--- src/rtl/nbin_feeder.sv ---
// NBin producer for the n0 cluster: circular entry queue, multi-pass replay into i_nbin,
// and a fixed-latency valid pipe that marks which n0 output cycles carry products.
module nbin_feeder #(
    parameter int N      = 16,
    parameter int Tn     = 16,
    parameter int DEPTH  = 16,
    parameter int N0_LAT = 5
) (
    input  logic                     clk,
    input  logic                     rst_n,
    input  logic                     i_wr_valid,
    output logic                     o_wr_ready,
    input  logic [N*Tn-1:0]          i_wr_data,
    input  logic                     i_start,
    input  logic [$clog2(DEPTH):0]   i_num_entries,
    input  logic [7:0]               i_passes,
    output logic [N*Tn-1:0]          o_nbin,
    output logic                     o_issue,
    output logic                     o_n0_valid,
    output logic                     o_busy,
    output logic                     o_done
);

    localparam int W     = N * Tn;
    localparam int PTR_W = $clog2(DEPTH);
    localparam int CNT_W = PTR_W + 1;

    localparam logic [CNT_W-1:0] CNT_ONE  = CNT_W'(1);
    localparam logic [CNT_W-1:0] CNT_FULL = CNT_W'(DEPTH);
    localparam logic [PTR_W-1:0] PTR_ONE  = PTR_W'(1);

    typedef enum logic [1:0] {IDLE, ISSUE, DRAIN, DONE} state_t;

    state_t              state_reg;
    logic [W-1:0]        mem [DEPTH];
    logic [PTR_W-1:0]    wr_ptr_reg;
    logic [PTR_W-1:0]    rd_ptr_reg;
    logic [CNT_W-1:0]    count_reg;
    logic [CNT_W-1:0]    num_reg;
    logic [7:0]          passes_reg;
    logic [7:0]          pass_cnt_reg;
    logic [CNT_W-1:0]    entry_cnt_reg;
    logic [W-1:0]        nbin_reg;
    logic                issue_reg;
    logic                busy_reg;
    logic                done_reg;
    logic [N0_LAT-1:0]   valid_pipe_reg;

    logic push;
    logic pop;
    logic can_issue;
    logic last_pass;
    logic last_entry;

    // Ready looks only at the registered count, so a full queue stays closed during a pop.
    assign o_wr_ready = (count_reg < CNT_FULL);
    assign push       = i_wr_valid && o_wr_ready;
    assign can_issue  = (state_reg == ISSUE) && (count_reg != '0);
    assign last_pass  = (pass_cnt_reg == passes_reg - 8'd1);
    assign last_entry = (entry_cnt_reg == num_reg - CNT_ONE);
    assign pop        = can_issue && last_pass;

    assign o_nbin     = nbin_reg;
    assign o_issue    = issue_reg;
    assign o_n0_valid = valid_pipe_reg[N0_LAT-1];
    assign o_busy     = busy_reg;
    assign o_done     = done_reg;

    always_ff @(posedge clk) begin
        if (push) begin
            mem[wr_ptr_reg] <= i_wr_data;
        end
    end

    always_ff @(posedge clk or negedge rst_n) begin
        if (!rst_n) begin
            wr_ptr_reg <= '0;
            rd_ptr_reg <= '0;
            count_reg  <= '0;
        end else begin
            if (push) begin
                wr_ptr_reg <= wr_ptr_reg + PTR_ONE;
            end
            if (pop) begin
                rd_ptr_reg <= rd_ptr_reg + PTR_ONE;
            end
            case ({push, pop})
                2'b10:   count_reg <= count_reg + CNT_ONE;
                2'b01:   count_reg <= count_reg - CNT_ONE;
                default: count_reg <= count_reg;
            endcase
        end
    end

    always_ff @(posedge clk or negedge rst_n) begin
        if (!rst_n) begin
            state_reg     <= IDLE;
            num_reg       <= '0;
            passes_reg    <= 8'd1;
            pass_cnt_reg  <= '0;
            entry_cnt_reg <= '0;
            nbin_reg      <= '0;
            issue_reg     <= 1'b0;
            busy_reg      <= 1'b0;
            done_reg      <= 1'b0;
        end else begin
            done_reg  <= 1'b0;
            issue_reg <= 1'b0;
            case (state_reg)
                IDLE: begin
                    if (i_start) begin
                        num_reg       <= i_num_entries;
                        passes_reg    <= (i_passes == 8'd0) ? 8'd1 : i_passes;
                        pass_cnt_reg  <= '0;
                        entry_cnt_reg <= '0;
                        if (i_num_entries == '0) begin
                            state_reg <= DONE;
                            done_reg  <= 1'b1;
                        end else begin
                            state_reg <= ISSUE;
                            busy_reg  <= 1'b1;
                        end
                    end
                end
                ISSUE: begin
                    // An empty queue stalls the job; o_nbin keeps the last issued entry.
                    if (can_issue) begin
                        issue_reg <= 1'b1;
                        nbin_reg  <= mem[rd_ptr_reg];
                        if (last_pass) begin
                            pass_cnt_reg  <= '0;
                            entry_cnt_reg <= entry_cnt_reg + CNT_ONE;
                            if (last_entry) begin
                                state_reg <= DRAIN;
                            end
                        end else begin
                            pass_cnt_reg <= pass_cnt_reg + 8'd1;
                        end
                    end
                end
                DRAIN: begin
                    // The last issue is still in issue_reg on the first DRAIN cycle.
                    if ((valid_pipe_reg == '0) && !issue_reg) begin
                        state_reg <= DONE;
                        busy_reg  <= 1'b0;
                        done_reg  <= 1'b1;
                    end
                end
                DONE: begin
                    state_reg <= IDLE;
                end
                default: begin
                    state_reg <= IDLE;
                end
            endcase
        end
    end

    always_ff @(posedge clk or negedge rst_n) begin
        if (!rst_n) begin
            valid_pipe_reg <= '0;
        end else begin
            valid_pipe_reg <= {valid_pipe_reg[N0_LAT-2:0], issue_reg};
        end
    end

endmodule

--- config.mk ---
export PLATFORM = sky130hd
export DESIGN_NAME = nbin_feeder
export DESIGN_NICKNAME = d
export VERILOG_FILES = /design/src/rtl/nbin_feeder.sv
export SDC_FILE = /design/constraint.sdc
export NUM_CORES = 2
export LEC_CHECK = 0
export ABC_AREA = 1
export CORE_AREA = 8 8 739 595
export DETAILED_ROUTE_END_ITERATION = 8
export DIE_AREA = 0 0 747 603
export SYNTH_ARGS = -nofsm -noshare
export SYNTH_HDL_FRONTEND = slang
export SYNTH_SLANG_ARGS = --single-unit
--- constraint.sdc ---
create_clock -name clk -period 18.4 [get_ports clk]
set_clock_uncertainty 0.1 [all_clocks]
set_input_delay 3.68 -clock clk [delete_from_list [all_inputs] [get_ports clk]]
set_output_delay 3.68 -clock clk [all_outputs]
set_load 0.005 [all_outputs]
==> results_dict.tcl <==
set metrics [dict create \
    min_period_over_period 0.435 \
    portBuffers 533 \
    wl_per_cell_um 24.9 \
    start_util 0.399 \
    yosysWarnings 0 \
    cts_resized 0 \
    ys_seq_elements 4401 \
    fp.coreArea_um2 427000 \
    drive_above_1_share 0.0637 \
    clock-sinks 4401 \
    timing.rr.start "rd_ptr_reg[0]" \
    postRouteAntennaNets 0 \
    crit_type "in -> reg" \
    synth_ff_type "edfxtp_1" \
    via_per_inst 5.51 \
    synth.distinct_cells 36 \
    grtUsageTotal 0.202 \
    antenna_found_initial 57 \
    slowest_delay_ns 0.85 \
    syn_nets 13000 \
    holdBufCountCts 0 \
    setup_violations 0 \
    critical_path_arrival_ns 8.49 \
    htreeDepth 5 \
    dieHeight_um 603 \
    largest_register_ffs 4096 \
    syn_area_per_cell_um2 13.4 \
    crit_top_cell "buf_4" \
    drc 0 \
    power_uw 26700 \
    powerDensity_nw_per_um2 137 \
    grt_pass1_wl_mm 698 \
    fmax_mhz 125 \
    postCtsSetupBuffers 0 \
    dieWidth_um 747 \
    rows 215 \
    ir_worst_vdd_mv 0.137 \
    insertion_delay_ns 0.99 \
    crit_path_start_kind "input port" \
    firstDrtPassIters 6 \
    critPathCaptureType "register" \
    ioPinCount 534 \
    final_nets 13300 \
    cpMaxStageDelayCell "buf_4" \
    clk_pin_slew_ns 0.06 \
    min_from "valid_pipe_reg[0]" \
    fin_crit_ns 8.00 \
    gp_congestion 0.757 \
    synthToLayoutAreaGrowth_pct 14.5 \
    seq_area_frac_synth 0.767 \
    clock_path_buffers 4 \
    dieArea_um2 450000 \
    worstPathCellList "clkdlybuf4s50_1 > nand2_1 > inv_1 > nand2_1 > nor2_4 > buf_4 > buf_4 > buf_4 > buf_4" \
    rsz0062_at_grt "no" \
    synth_cells 12700 \
    grt_overflow 0 \
    synth_edf_count 4096 \
    startpoint "i_wr_valid" \
    status "finished clean" \
    slew_viol_final 0 \
    syn_area_um2 170000 \
    path_max_fanout 47 \
    p_leak_uw 0.0661 \
    numCtsBuffers 423 \
    max_cap_viol_count 0 \
    final.setup.tns_ns 0 \
    worstPathRequired_ns 18.89 \
    vias 105000 \
    relSlewSlack 0.198 \
    root_buffer "clkbuf_16" \
    hpwl_mm 247 \
    tightest_slew_ns 1.20 \
    grt_pass1_vias 100000 \
    hold_violations 0 \
    drtIter0Drc 11600 \
    finalWirelength_mm 476 \
    worstHoldPathType "reg -> reg" \
    async_reset_ff_frac 0.0693 \
    grt_max_degree 185 \
    cts_tree "built" \
    top_register "mem" \
]
==> synthesized netlist by cell type (all sizes together) (2+ instances only) <==
| cell type | number | area [um2] |
|---|---|---|
| a21oi | 373 | 1870 |
| buf | 346 | 1820 |
| clkbuf | 502 | 1890 |
| dfrtp | 304 | 7610 |
| dlygate4sd1 | 2 | 17.5 |
| edfxtp | 4096 | 123000 |
| ha | 16 | 200 |
| inv | 59 | 221 |
| mux2i | 281 | 2810 |
| nand2 | 2133 | 8010 |
| nand3 | 435 | 2180 |
| nand4 | 7 | 43.8 |
| nor2 | 1546 | 5810 |
| nor3 | 4 | 20.0 |
| o211ai | 203 | 1520 |
| o21ai | 1658 | 8300 |
| o22ai | 745 | 4660 |
| xnor2 | 11 | 96.3 |
| xor2 | 14 | 123 |
==> critical path: cells and delay by family <==
kind | cells | cell delay, ns
buffers and inverters | 6 | 3.63
and+or+nand+nor | 3 | 0.95
==> kinds of logic after synthesis <==
logic type      share of synthesized area
fa+ha+maj                         0.00129
compound gates                     0.0961
buf+inv                            0.0232
xor+xnor                          0.00129
mux                                0.0166
simple gates                       0.0944
flops                               0.767
==> path summary, 6_finish.rpt <==
path | endpoint | slack [ns] | cells past startpoint
setup / recovery | mem[12][166] | 10.40 | 9
hold / removal | valid_pipe_reg[1] | 0.28 | 0
setup reg to reg | o_nbin[93] | 10.75 | 13
hold reg to reg | valid_pipe_reg[1] | 0.28 | 0
max in group asynchronous | o_nbin[156] | 12.99 | 4
min in group asynchronous | o_nbin[97] | 2.59 | 1
==> stage by stage <==
step	utilization	cells	setup WS, ns	hold slack [ns]	cell area, um2
global placement	0.423	18300	9.43	0.258	181000
detailed placement	0.423	18300	9.33	0.263	181000
CTS	0.456	19100	10.40	0.278	195000
finish	0.456	19100	10.40	0.277	195000
floorplan	-	12700	2.76	0.254	170000
global route	0.456	19100	10.24	0.284	195000
==> power breakdown <==
part | total [uW] | internal (uW) | switching, uW | leakage (uW)
combinational | 5570 | 1760 | 3810 | 0.0185
sequential | 12400 | 12000 | 408 | 0.0407
clock | 8750 | 4930 | 3820 | 0.00685
==> routing by layer <==
layer	wire, um	global-route usage	vias to the layer above
met3	36000	0.0312	640
met1	213000	0.299	53100
met5	170	0	-
met4	10500	0.0480	26
met2	216000	0.315	3990
li1	-	-	47400
==> area by class of cell <==
type,count,area [um2]
fill,37700,232000
clock inverter,224,2360
inverter,60,278
clock buffer,565,11700
tap,5642,7060
antenna,30,75.1
sequential,4401,131000
timing repair buffer,734,7020
multi-input combinational,7432,35800
==> cell usage in the layout (no fill, tap or decap), types with 3 or more instances in the layout <==
| master | count |
|---|---|
| a21oi_1 | 373 |
| buf_12 | 14 |
| buf_4 | 187 |
| bufinv_16 | 32 |
| clkbuf_1 | 95 |
| clkbuf_16 | 430 |
| clkbuf_8 | 40 |
| clkdlybuf4s50_1 | 532 |
| clkinv_1 | 76 |
| clkinv_16 | 12 |
| clkinv_2 | 74 |
| clkinv_4 | 3 |
| clkinv_8 | 8 |
| clkinvlp_4 | 7 |
| dfrtp_1 | 300 |
| dfrtp_4 | 4 |
| diode_2 | 30 |
| edfxtp_1 | 4096 |
| ha_1 | 16 |
| inv_1 | 53 |
| inv_16 | 6 |
| inv_6 | 5 |
| inv_8 | 7 |
| mux2i_1 | 281 |
| nand2_1 | 2131 |
| nand3_1 | 435 |
| nand4_1 | 7 |
| nor2_1 | 1529 |
| nor2_4 | 17 |
| nor3_1 | 3 |
| o211ai_1 | 203 |
| o21ai_0 | 1572 |
| o21ai_1 | 86 |
| o22ai_1 | 745 |
| xnor2_1 | 11 |
| xor2_1 | 14 |
(Power assumes the default switching activity.)
